$ cat config.mk
export PLATFORM = sky130hd
export DESIGN_NAME = gen_regfile
export DESIGN_NICKNAME = d
export VERILOG_FILES = /design/src/rtl/gen_regfile.sv
export SDC_FILE = /design/constraint.sdc
export NUM_CORES = 1
export LEC_CHECK = 0
export BUFFER_PORTS_ARGS = -buffer_cell sky130_fd_sc_hd__buf_2
export CORE_MARGIN = 2
export CORE_UTILIZATION = 55
export CTS_CLUSTER_SIZE = 40
export DETAILED_ROUTE_END_ITERATION = 12
export PLACE_DENSITY = 0.79
export SLEW_MARGIN = 15
export SYNTH_ARGS = -nofsm -noshare
export SYNTH_HDL_FRONTEND = slang
export SYNTH_SLANG_ARGS = --single-unit
$ cat constraint.sdc
create_clock -name clk -period 3.6 [get_ports clk]
set_input_delay 0.72 -clock clk [delete_from_list [all_inputs] [get_ports clk]]
set_output_delay 0.72 -clock clk [all_outputs]
set_load 0.01 [all_outputs]
$ cat src/rtl/gen_regfile.sv
// rtl/gen_regfile.sv - parametrised register file with byte-strobed write, two read ports and a clear engine
module gen_regfile #(
    parameter int WIDTH = 32,
    parameter int DEPTH = 4,
    localparam int AW = $clog2(DEPTH)
) (
    input  logic               clk,
    input  logic               rst_n,
    input  logic               we,
    input  logic [AW-1:0]      waddr,
    input  logic [WIDTH-1:0]   wdata,
    input  logic [WIDTH/8-1:0] wstrb,
    input  logic               re0,
    input  logic [AW-1:0]      raddr0,
    output logic [WIDTH-1:0]   rdata0,
    output logic               rvalid0,
    input  logic               re1,
    input  logic [AW-1:0]      raddr1,
    output logic [WIDTH-1:0]   rdata1,
    output logic               rvalid1,
    input  logic               clr_req,
    output logic               busy,
    output logic               clr_done
);
    localparam int NB = WIDTH / 8;

    typedef enum logic {S_IDLE, S_CLEAR} state_t;

    state_t                         state_q, state_d;
    logic [AW-1:0]                  ptr_q, ptr_d;
    logic                           busy_q, busy_d;
    logic                           clr_done_q, clr_done_d;
    logic [WIDTH-1:0]               rdata0_q, rdata0_d, rdata1_q, rdata1_d;
    logic                           rvalid0_q, rvalid0_d, rvalid1_q, rvalid1_d;

    logic [DEPTH-1:0][WIDTH-1:0]    ent_all;
    logic [WIDTH-1:0]               wr_old, rd_old0, rd_old1, wr_merged;
    logic                           wr_in_range, wr_acc;

    // Out-of-range addresses match no entry, so reads fall back to zero.
    always_comb begin
        wr_old      = '0;
        rd_old0     = '0;
        rd_old1     = '0;
        wr_in_range = 1'b0;
        for (int e = 0; e < DEPTH; e++) begin
            if (waddr == AW'(e)) begin
                wr_old      = ent_all[e];
                wr_in_range = 1'b1;
            end
            if (raddr0 == AW'(e)) rd_old0 = ent_all[e];
            if (raddr1 == AW'(e)) rd_old1 = ent_all[e];
        end
    end

    always_comb begin
        wr_merged = wr_old;
        for (int k = 0; k < NB; k++) begin
            if (wstrb[k]) wr_merged[8*k +: 8] = wdata[8*k +: 8];
        end
    end

    assign wr_acc = (state_q == S_IDLE) && we && wr_in_range;

    for (genvar e = 0; e < DEPTH; e++) begin : g_entry
        logic [WIDTH-1:0] ent_q, ent_d;

        always_comb begin
            ent_d = ent_q;
            if (state_q == S_CLEAR && ptr_q == AW'(e)) begin
                ent_d = '0;
            end else if (wr_acc && waddr == AW'(e)) begin
                ent_d = wr_merged;
            end
        end

        always_ff @(posedge clk or negedge rst_n) begin
            if (!rst_n) ent_q <= '0;
            else        ent_q <= ent_d;
        end

        assign ent_all[e] = ent_q;
    end

    // Write-first bypass: a same-cycle accepted write to the read address wins.
    always_comb begin
        rdata0_d  = rdata0_q;
        rdata1_d  = rdata1_q;
        rvalid0_d = re0;
        rvalid1_d = re1;
        if (re0) rdata0_d = (wr_acc && raddr0 == waddr) ? wr_merged : rd_old0;
        if (re1) rdata1_d = (wr_acc && raddr1 == waddr) ? wr_merged : rd_old1;
    end

    always_comb begin
        state_d    = state_q;
        ptr_d      = ptr_q;
        busy_d     = busy_q;
        clr_done_d = 1'b0;
        case (state_q)
            S_IDLE: begin
                if (clr_req) begin
                    state_d = S_CLEAR;
                    ptr_d   = '0;
                    busy_d  = 1'b1;
                end
            end
            S_CLEAR: begin
                if (ptr_q == AW'(DEPTH - 1)) begin
                    state_d    = S_IDLE;
                    ptr_d      = '0;
                    busy_d     = 1'b0;
                    clr_done_d = 1'b1;
                end else begin
                    ptr_d = ptr_q + AW'(1);
                end
            end
            default: begin
                state_d = S_IDLE;
                busy_d  = 1'b0;
            end
        endcase
    end

    always_ff @(posedge clk or negedge rst_n) begin
        if (!rst_n) begin
            state_q    <= S_IDLE;
            ptr_q      <= '0;
            busy_q     <= 1'b0;
            clr_done_q <= 1'b0;
            rdata0_q   <= '0;
            rdata1_q   <= '0;
            rvalid0_q  <= 1'b0;
            rvalid1_q  <= 1'b0;
        end else begin
            state_q    <= state_d;
            ptr_q      <= ptr_d;
            busy_q     <= busy_d;
            clr_done_q <= clr_done_d;
            rdata0_q   <= rdata0_d;
            rdata1_q   <= rdata1_d;
            rvalid0_q  <= rvalid0_d;
            rvalid1_q  <= rvalid1_d;
        end
    end

    assign rdata0   = rdata0_q;
    assign rdata1   = rdata1_q;
    assign rvalid0  = rvalid0_q;
    assign rvalid1  = rvalid1_q;
    assign busy     = busy_q;
    assign clr_done = clr_done_q;
endmodule

Word level (Yosys, flattened, before mapping)
Cells that the tools add are included.

Add/subtract/negate cells: 1. Eq/ne operators: 16. Multiplexer cells: 41. Bitwise operators: 1. Reduce and logical (&&, ||, !) cells: 21.

Operator list (count): two-way mux 32 bit (22); two-way mux 8 bit (4); == test 2 bit (second input constant) (8); logical AND 1 bit (12); two-way mux 1 bit (10); == test 2 x 1 -> 1 bit (second input constant) (4); zero test 2 bit (4); nonzero test 2 bit (4); == test 2 bit (2); two-way mux 2 bit (2); case mux 1 bit (2 select lines) (2); case mux 2 bit (2 select lines) (1); adder 2 x 1 -> 2 bit (second input constant) (1); != test 2 x 1 -> 1 bit (second input constant) (1); != test 2 bit (second input constant) (1); AND reduction 2 bit (1); NOT 1 bit (1).

Register bits after elaboration: 199. Input port bits: 48. Output and inout port bits: 68. Word-level logic and storage cells: 92.

Logic depth before layout (Yosys ltp)
Gate-level depths: netlist of run 1.

Word-level depth: 9. Depth in mapped cells: 7. Depth with buffers taken out: 5.

Least setup slack after synthesis of run 1
Ideal clock, no wire load.

Path type: input -> register. From: input port raddr0[0]. To: register rdata0_q[10] (netlist: rdata0[10]). Library setup time: 0.141 ns. Data arrival time: 1.794 ns. Required time: 3.459 ns. Path slack: 1.666 ns. Cell stages on the path: 5. Buffers on the path: 2. Cell sequence: buf_4 buf_2 mux4_2 nand2_1 a31oi_1.

Word-level cells in the longest chain between the ends: 6. Elaborated cells between the ends (all ways): 11. Classes of those cells: 4 x eq/ne; 5 x mux; 2 x reduce/logical.

RTL lines: from (decl) (RTL line 14) `input logic [AW-1:0] raddr0,`; zero test 2 bit (RTL line 51) `if (raddr0 == AW'(e)) rd_old0 = ent_all[e];`; two-way mux 32 bit (4 in series) (RTL line 51); two-way mux 32 bit * (RTL line 91) `if (re0) rdata0_d = (wr_acc && raddr0 == waddr) ? wr_merged : rd_old0;`; to (signal assigned) (RTL line 140) `rdata0_q <= rdata0_d;`; to (decl) (RTL line 33) `logic [WIDTH-1:0] rdata0_q, rdata0_d, rdata1_q, rdata1_d;`.

Every way passes the cells marked *; elsewhere a longest branch is shown, timed or not. A chain may end at the register's enable or synchronous reset.

Worst setup path in the final report of run 1
From: register state_q. To: register g_entry[0].ent_q[14].

Word-level cells in the longest chain between the ends: 5. Elaborated cells between the ends (all ways): 7. Classes of those cells: 1 x mux; 1 x bitwise; 5 x reduce/logical.

RTL lines: from (decl) (RTL line 29) `state_t state_q, state_d;`; from (signal assigned) (RTL line 136) `state_q <= state_d;`; NOT 1 bit; logical AND 1 bit (2 in series) (RTL line 63) `assign wr_acc = (state_q == S_IDLE) && we && wr_in_range;`; logical AND 1 bit (RTL line 72) `end else if (wr_acc && waddr == AW'(e)) begin`; nonzero test 2 bit (no source line); to (signal assigned) (RTL line 79) `else ent_q <= ent_d;`; to (decl) (RTL line 66) `logic [WIDTH-1:0] ent_q, ent_d;`.

Several ways; a longest one is shown, not always the timed one.

==> qor.txt, run 1 <==
Vias in the first global route: 9780
Clock Sinks: 199
CP required: 3.98 ns
Fmax achieved: 0.431 GHz
Simple-Gate Fraction of Synth Area: 18.1%
Latest clock arrival within the worst-skew pair: 0.45 ns
Synth Register Bits: 199
Crit path max fanout: 21
CP Launch Type: register
Core area: 20100 sq um
Crit. End Element: register
Detailed-route wire length per cell: 21.9 microns
Setup tns final: 0 ns
Clock buffer depth: 2
Top cell type's share of synthesized area: 44.3%
H-tree Lvls: 4
Hold Slack: 0.310 ns
Pleak: 5.66 nW
FFs w/ async S/R, synth: 100%
Placed Instances: 1419
# Post-CTS Setup Buffers: 0
Maximum vdd ir drop: 0.407 mV
Initial DRC Count: 834
Min-delay worst type: in -> async
Post-synthesis xor/xnor area fraction: 0.312%
Syn avg cell area: 10.3 sq um
Main flop type after synthesis: dfrtp_1
First-pass GRT wire length: 51500 microns
Number of flops mapped to enable cells by yosys: 0
Nets: 1220
ANT nets after route: 0
Power Dens Cells: 602 nW/um^2
RSZ-0062 raised after global routing: false
Largest family of logic cells by synthesized area: multiplexers
Synth area leaders: dfrtp_1 44%, mux4_2 13%, mux2i_1 5.7%
Reg clk slew, reported paths: 0.07 ns
Largest net degree at the start of global routing: 96
I/O pin count: 116
Routability Congestion: 0.860
Gr usage total: 30.5%
Grt ovf: 0
Complex-gate fraction of the synthesized area: 14.0%
WL final: 31800 microns
Fin Clk Skew: 0.0163 ns
Setup violations, final: 0
CTS tree: done
Worst-Margin Slew: 0.912 ns
Dpl hpwl: 19700 microns
Root buffer cell: clkbuf_16
Yosys warning total: 0
Area grow syn2layout: 12.3%
Die area: 21600 sq um
Post-Synth Adder-Cell Area: 0.446%
Pre-CTS setup slack: 1.10 ns
Final Hold Fails: 0
# rows: 52
Initial Utilization: 55.9%
PnR worst setup slack: 1.28 ns
Vias per Instance: 6.58
Layout cells sized above 1: 21.8%
Max_slew headroom: 39.0%
Initial antenna violation count: 0
TritonCTS Buffers: 17
Tcrit/Tclk final: 64.5%
Post-Syn Area: 11200 sq um
Status: complete, no violations
Synth area leader: dfrtp_1
Die Wd: 147 microns
N_diodes: 0
Synth Instances: 1091
Via count: 9550
Setup CP Type: reg -> reg
Post-cts hold buffer count: 0
Commonest non-fill, non-tap cell in the layout: dfrtp_1
Max Cap Viol: 0
Tmin final: 2.32 ns
Final Slew Violations: 0
Commonest cells after routing, fill and taps aside: 199 x dfrtp_1, 159 x nand2_1, 127 x nand3_1
Die Ht: 147 microns
Post-CTS sizing: 0
Post-route DRC: 0
Syn_nets: 1143
Post-Layout Cell Count: 1451
Port Buffers: 115
Synth cell types: 37
WP data arrival: 2.70 ns
Post-synthesis sequential area ratio: 44.3%
Fillcell total: 1572
Proportion of synthesized area in mux cells: 18.5%
Pre-Repair DR Iteration Count: 6
-- flip-flops by register name (all words and copies together) (netlist names) --
name / flops
g_entry.ent_q: 128
state_q: 1
ptr_q: 2
rvalid1: 1
rdata1: 32
clr_done: 1
busy: 1
rdata0: 32
rvalid0: 1
-- metrics by stage --
stage	utilization [%]	total power, W	area, sq um
after floorplan	-	0.00477	11200
after global placement	59.8	0.00549	12000
after detailed placement	59.8	0.00560	12000
after CTS	62.7	0.00756	12600
after global routing	62.7	0.00797	12600
final	62.7	0.00759	12600
-- path summary, 6_finish.rpt --
check	startpoint	slack (ns)	end	cells after the start
setup / recovery	state_q	1.28	g_entry[0].ent_q[14]	5
hold / removal	rst_n	0.31	g_entry[3].ent_q[2]	1
setup reg to reg	state_q	1.28	g_entry[0].ent_q[14]	5
hold reg to reg	g_entry[2].ent_q[13]	0.53	g_entry[2].ent_q[13]	2
max in group asynchronous	rst_n	2.42	ptr_q[1]	2
min in group clk	g_entry[2].ent_q[13]	0.53	g_entry[2].ent_q[13]	2
-- critical path, stage by stage (launching register included) --
cell and delay [ns]:
dfrtp_1 0.59, nand2b_1 0.50, nor3_4 0.07, a21oi_2 0.66
buf_12 0.27, a22o_1 0.16
-- synth_stat cells (3+ instances only) --
library cell	n
nor3_2	3
a31oi_1	64
nor2_2	4
nand2b_1	33
xor2_1	4
dfrtp_1	199
nor2_1	67
buf_2	42
buf_1	4
o21ai_0	60
buf_6	7
a21boi_0	31
a22o_1	63
clkbuf_1	30
mux4_2	64
and2b_4	4
nand2_1	160
ha_1	4
inv_1	4
o21ai_1	4
nand3_1	127
mux2i_1	64
and3_1	31
-- cell type report --
cell class              count  area (sq um)  area share [%]
flip-flops and latches    199          4980            39.5
clock inverters            12           141            1.12
multi-input cells         801          5810            46.0
well taps                 270           338            2.68
inverters                   4          15.0           0.119
clock buffers              20           457            3.62
repair buffers            145           875            6.93
-- power by group --
group          internal (W)  switching (W)  leakage, nW
logic               0.00103        0.00132         2.75
clock network       0.00107       0.000898        0.282
registers           0.00277       0.000495         2.63
total               0.00487        0.00272         5.66
-- logic make-up (layout without fill, tap and decap cells) --
kind of cell               count (synthesis)  count (layout)
and+or+nand+nor                          435             435
AOI/OAI and AO/OA                        230             230
DFF                                      199             199
muxes                                    128             128
buffers and inverters                     91             181
adders and majority gates                  4               4
xor gates and xnor gates                   4               4
-- per-layer routing --
layer / GRT usage, % / part of all wire [%] / up-vias
met5: 0 / 0 / -
met4: 11.8 / 3.3 / 0
met3: 5.43 / 9.3 / 108
met2: 49.5 / 48 / 558
met1: 41.3 / 39 / 4703
li1: - / - / 4181
(Power assumes the default switching activity.)
==> run 2, diff against run 1 <==
- clock period: 3.6 -> 2.3 ns (I/O delays scaled with it)
==> run 2 against run 1 <==
Utilization up 0.86 points. Power increased by 56%. Combinational power is 59% higher. Critical path depth increased by 1. Via count down 0.61%. Critical path type unchanged. Worst setup slack lost 1.0 ns.
==> qor.txt, run 2 (synthesis gave the netlist of run 1 again) <==
Post-route DRC: 0 (unchanged)
Setup tns final: 0 ns (unchanged)
TritonCTS Buffers: 17 (unchanged)
WP data arrival: 2.41 ns (was 2.70 ns)
Top reg by flops: g_entry.ent_q (unchanged)
Setup violations, final: 0 (unchanged)
Grt ovf: 0 (unchanged)
Max FFs per register: 128 (unchanged)
Design Power: 0.0119 W (was 0.00759 W)
Commonest non-fill, non-tap cell in the layout: dfrtp_1 (unchanged)
R2R Path End: g_entry[2].ent_q[17] (was g_entry[0].ent_q[14])
CP Launch Type: register (unchanged)
Final Slew Violations: 0 (unchanged)
Vias per Instance: 6.50 (was 6.58)
ANT nets after route: 0 (unchanged)
Worst reg-to-reg setup slack: 0.24 ns (was 1.28 ns)
H-tree Lvls: 4 (unchanged)
Fin Clk Skew: 0.0141 ns (was 0.0163 ns)
Max_slew headroom: 44.9% (was 39.0%)
Die Ht: 147 microns (unchanged)
First-pass GRT wire length: 49500 microns (was 51500 microns)
Fillcell total: 1536 (was 1572)
I/O pin count: 116 (unchanged)
Latest clock arrival within the worst-skew pair: 0.45 ns (about the same)
Pleak: 5.75 nW (was 5.66 nW)
Fmax achieved: 0.486 GHz (was 0.431 GHz)
Root buffer cell: clkbuf_16 (unchanged)
Routability Congestion: 0.848 (was 0.860)
CP required: 2.65 ns (was 3.98 ns)
Utilization after layout: 63.6% (was 62.7%)
Dpl hpwl: 19500 microns (was 19700 microns)
Largest net degree at the start of global routing: 81 (was 96)
Initial DRC Count: 860 (was 834)
Layout cells sized above 1: 22.3% (was 21.8%)
End of the critical path: g_entry[2].ent_q[17] (was g_entry[0].ent_q[14])
Power Dens Cells: 928 nW/um^2 (was 602 nW/um^2)
Initial Utilization: 55.9% (unchanged)
Tmin final: 2.06 ns (was 2.32 ns)
Gr usage total: 29.9% (was 30.5%)
Clock buffer depth: 2 (unchanged)
Critical R2R Launch: ptr_q[0] (was state_q)
Commonest cells after routing, fill and taps aside: 199 x dfrtp_1, 160 x nand2_1, 127 x nand3_1 (was 199 x dfrtp_1, 159 x nand2_1, 127 x nand3_1)
# rows: 52 (unchanged)
Initial antenna violation count: 0 (unchanged)
Die area: 21600 sq um (unchanged)
Max Cap Viol: 0 (unchanged)
CTS tree: done (unchanged)
Tcrit/Tclk final: 89.4% (was 64.5%)
Clock Sinks: 199 (unchanged)
Fin area: 12800 sq um (was 12600 sq um)
Crit. End Element: register (unchanged)
Reg clk slew, reported paths: 0.07 ns (about the same)
Port Buffers: 115 (unchanged)
CP startpoint: ptr_q[0] (was state_q)
N_diodes: 0 (unchanged)
Detailed-route wire length per cell: 21.6 microns (was 21.9 microns)
Area after DPL: 12200 sq um (was 12000 sq um)
Via count: 9492 (was 9550)
Maximum vdd ir drop: 0.697 mV (was 0.407 mV)
RSZ-0062 raised after global routing: false (unchanged)
Vias in the first global route: 9146 (was 9780)
Crit path max fanout: 20 (was 21)
Hold Slack: 0.282 ns (was 0.310 ns)
WL final: 31600 microns (was 31800 microns)
Min-delay worst type: in -> reg (was in -> async)
Core area: 20100 sq um (unchanged)
Worst reg-to-reg path cell count: 6 (was 5)
Final Hold Fails: 0 (unchanged)
Post-CTS sizing: 0 (unchanged)
Pre-Repair DR Iteration Count: 6 (unchanged)
Worst-Margin Slew: 0.822 ns (was 0.912 ns)
Die Wd: 147 microns (unchanged)
Status: complete, no violations (unchanged)
Area grow syn2layout: 13.8% (was 12.3%)
Nets: 1230 (was 1220)
Setup CP Type: reg -> reg (unchanged)
-- run 2: cell count changes in the layout (fill, tap and decap cells not counted), moves of 2 or more --
| cell | before | now |
|---|---|---|
| clkinvlp_4 | 4 | 1 |
| inv_6 | 3 | 1 |
| clkinv_4 | 1 | 6 |
| buf_12 | 5 | 13 |
-- run 2: routing by layer --
layer / global-route usage, % / vias to the layer above / share of wire [%]
met4: 12.0 / 0 / 3.4
met5: 0 / - / 0
met3: 5.96 / 100 / 9.7
li1: - / 4207 / -
met2: 48.4 / 534 / 48
met1: 40.3 / 4651 / 39
-- run 2: layout make-up --
class / instances / area, sq um / share of cell area (%)
timing repair buffer: 155 / 1050 / 8.23
clock inverter: 13 / 143 / 1.12
sequential: 199 / 4980 / 38.9
tap: 270 / 338 / 2.64
clock buffer: 19 / 453 / 3.54
multi-input combinational: 801 / 5810 / 45.4
inverter: 4 / 15.0 / 0.117
-- run 2: how the worst min path moves through the flow --
stage	start	to	slack, ns	cells past startpoint
2_1_floorplan	rst_n	busy	0.16	0
3_3_place_gp	rst_n	g_entry[2].ent_q[3]	0.33	1
3_5_place_dp	rst_n	g_entry[3].ent_q[3]	0.33	1
4_1_cts	clr_req	state_q	0.28	3
5_1_grt	clr_req	state_q	0.30	3
6_report	clr_req	state_q	0.28	3
-- run 2: metrics by stage --
| stage | instances | setup slack (ns) |
|---|---|---|
| after detailed placement | 1428 | 0.148 |
| after global placement | 1428 | 0.223 |
| after CTS | 1461 | 0.276 |
| after global routing | 1461 | 0.107 |
| final | 1461 | 0.244 |
| after floorplan | 1091 | 0.626 |
-- run 2: critical path, cell delays in order, from the launching register on --
cell	delay (ns)
dfrtp_1	0.38
inv_1	0.10
ha_1	0.22
a21boi_2	0.63
buf_4	0.44
nand2_1	0.09
o21ai_0	0.09
-- run 2: report_power, final --
| part | total, W | switching [W] | internal [W] |
|---|---|---|---|
| clock network | 0.00301 | 0.00142 | 0.00159 |
| registers | 0.00511 | 0.000770 | 0.00434 |
| logic | 0.00375 | 0.00208 | 0.00167 |
-- run 2: repair_timing --
action	4_1_cts	5_1_grt
hold endpoints to repair	12	0
hold buffers	1	0
buffers inserted	0	0
==> run 3, diff against run 2 <==
- CORE_MARGIN: 2 -> unset
==> run 3 against run 2 <==
Hold slack lost 0.27 ns. Clock power grew 6%. Register-to-register slack gained 0.17 ns. Critical path depth shrank 1. Global-route usage grew 2.4 points. Worst setup slack gained 0.17 ns. Combinational power is essentially flat. Sequential power is essentially flat.
==> qor.txt, run 3 (synthesis gave the netlist of run 1 again) <==
Core area: 19700 sq um (was 20100 sq um)
Final Hold Fails: 0 (unchanged)
Nets: 1232 (was 1230)
Port Buffers: 115 (unchanged)
Initial antenna violation count: 1 (was 0)
Clock buffer depth: 2 (unchanged)
Clock Sinks: 199 (unchanged)
Status: complete, no violations (unchanged)
Post-route DRC: 0 (unchanged)
Area grow syn2layout: 13.9% (was 13.8%)
WL final: 31900 microns (was 31600 microns)
Initial DRC Count: 794 (was 860)
H-tree Lvls: 4 (unchanged)
Commonest cells after routing, fill and taps aside: 199 x dfrtp_1, 160 x nand2_1, 127 x nand3_1 (unchanged)
Layout cells sized above 1: 22.5% (was 22.3%)
Initial Utilization: 57.0% (was 55.9%)
Latest clock arrival within the worst-skew pair: 0.44 ns (was 0.45 ns)
Crit-path max cell delay: 0.69 ns (was 0.63 ns)
Maximum vdd ir drop: 0.732 mV (was 0.697 mV)
Die Wd: 145 microns (was 147 microns)
WP data arrival: 2.26 ns (was 2.41 ns)
ANT nets after route: 0 (unchanged)
Tmin final: 1.89 ns (was 2.06 ns)
# Post-CTS Setup Buffers: 0 (unchanged)
Design Power: 0.0120 W (was 0.0119 W)
Max_slew headroom: 42.1% (was 44.9%)
Setup tns final: 0 ns (unchanged)
Largest net degree at the start of global routing: 65 (was 81)
Critical R2R Launch: ptr_q[0] (unchanged)
Grt ovf: 0 (unchanged)
Worst reg-to-reg setup slack: 0.41 ns (was 0.24 ns)
Reg clk slew, reported paths: 0.07 ns (about the same)
End of the critical path: g_entry[0].ent_q[9] (was g_entry[2].ent_q[17])
Gr usage total: 32.3% (was 29.9%)
Post-cts hold buffer count: 0 (was 1)
Detailed-route wire length per cell: 21.9 microns (was 21.6 microns)
Vias in the first global route: 9400 (was 9146)
Pleak: 5.77 nW (was 5.75 nW)
Min-delay worst type: in -> async (was in -> reg)
Max FFs per register: 128 (unchanged)
First-pass GRT wire length: 50600 microns (was 49500 microns)
Max Cap Viol: 0 (unchanged)
Worst-Margin Slew: 0.869 ns (was 0.822 ns)
Crit. End Element: register (unchanged)
Routability Congestion: 0.866 (was 0.848)
Top reg by flops: g_entry.ent_q (unchanged)
CTS tree: done (unchanged)
CP Launch Type: register (unchanged)
CP required: 2.68 ns (was 2.65 ns)
# rows: 51 (was 52)
Fin Clk Skew: 0.0105 ns (was 0.0141 ns)
TritonCTS Buffers: 17 (unchanged)
Crit path max fanout: 19 (was 20)
CP startpoint: ptr_q[0] (unchanged)
Post-CTS sizing: 0 (unchanged)
Slowest-stage cell, CP: a21oi_2 (was a21boi_2)
Die Ht: 145 microns (was 147 microns)
RSZ-0062 raised after global routing: false (unchanged)
Fmax achieved: 0.530 GHz (was 0.486 GHz)
I/O pin count: 116 (unchanged)
Dpl hpwl: 20000 microns (was 19500 microns)
Fillcell total: 1537 (was 1536)
Worst reg-to-reg path cell count: 5 (was 6)
Via count: 9614 (was 9492)
Setup CP Type: reg -> reg (unchanged)
Tcrit/Tclk final: 82.0% (was 89.4%)
Commonest non-fill, non-tap cell in the layout: dfrtp_1 (unchanged)
Vias per Instance: 6.59 (was 6.50)
R2R Path End: g_entry[0].ent_q[9] (was g_entry[2].ent_q[17])
Root buffer cell: clkbuf_16 (unchanged)
Setup violations, final: 0 (unchanged)
Crit-path cells: inv_1 -> ha_1 -> a21oi_2 -> buf_12 -> a22o_1 (was inv_1 -> ha_1 -> a21boi_2 -> buf_4 -> nand2_1 -> o21ai_0)
Power Dens Cells: 938 nW/um^2 (was 928 nW/um^2)
Final Slew Violations: 0 (unchanged)
Pre-Repair DR Iteration Count: 5 (was 6)
Die area: 21000 sq um (was 21600 sq um)
-- run 3: cell count changes in the layout (fill, tap and decap cells not counted), sizes merged --
cell / delta
diode: +1
buf: +3
clkinv: -2
dlygate4sd3: -1
clkbuf: +2
clkinvlp: -1
bufinv: +2
inv: -1
-- run 3: layout make-up --
cell class | instances | area (sq um) | area share, %
well taps | 265 | 332 | 2.59
multi-input cells | 801 | 5810 | 45.4
diodes | 1 | 2.50 | 0.0196
clock inverters | 11 | 145 | 1.13
inverters | 4 | 15.0 | 0.117
flip-flops and latches | 199 | 4980 | 38.9
clock buffers | 21 | 470 | 3.68
repair buffers | 157 | 1040 | 8.13
-- run 3: per-stage QoR --
step                setup WS (ns)  instances  area (sq um)  util, %  hold WS, ns
global placement            0.267       1426         12200     61.7        0.496
finish                      0.414       1459         12800     64.9       0.0103
global route                0.292       1458         12800     64.9       0.0431
CTS                         0.412       1458         12800     64.9       0.0250
floorplan                   0.626       1091         11200        -        0.164
detailed placement          0.206       1426         12200     61.7        0.492
-- run 3: worst min-delay path by stage --
stage	to	startpoint	slack, ns
finish	g_entry[3].ent_q[3]	rst_n	0.01
global route	rdata1[7]	rst_n	0.04
CTS	g_entry[2].ent_q[3]	rst_n	0.02
detailed placement	g_entry[2].ent_q[7]	rst_n	0.49
global placement	rdata1[7]	rst_n	0.50
floorplan	busy	rst_n	0.16
-- run 3: per-layer routing --
| layer | share of wire [%] | track usage, % | wire [microns] |
|---|---|---|---|
| met5 | 0 | 0.752 | 0 |
| met2 | 48 | 51.7 | 15200 |
| met3 | 10 | 7.01 | 3280 |
| met1 | 39 | 42.7 | 12300 |
| met4 | 3.4 | 13.6 | 1090 |
-- run 3: critical path: cells and delay by family (launching register included) --
kind                       cells  cell delay [ns]
AOI/OAI and AO/OA              2             0.85
DFF                            1             0.37
buffers and inverters          2             0.35
adders and majority gates      1             0.22
-- run 3: power breakdown --
group          internal (W)  leakage [nW]  total, W  switching, W
Sequential          0.00434          2.63   0.00510      0.000760
Clock               0.00180         0.308   0.00318       0.00137
Combinational       0.00165          2.84   0.00372       0.00207
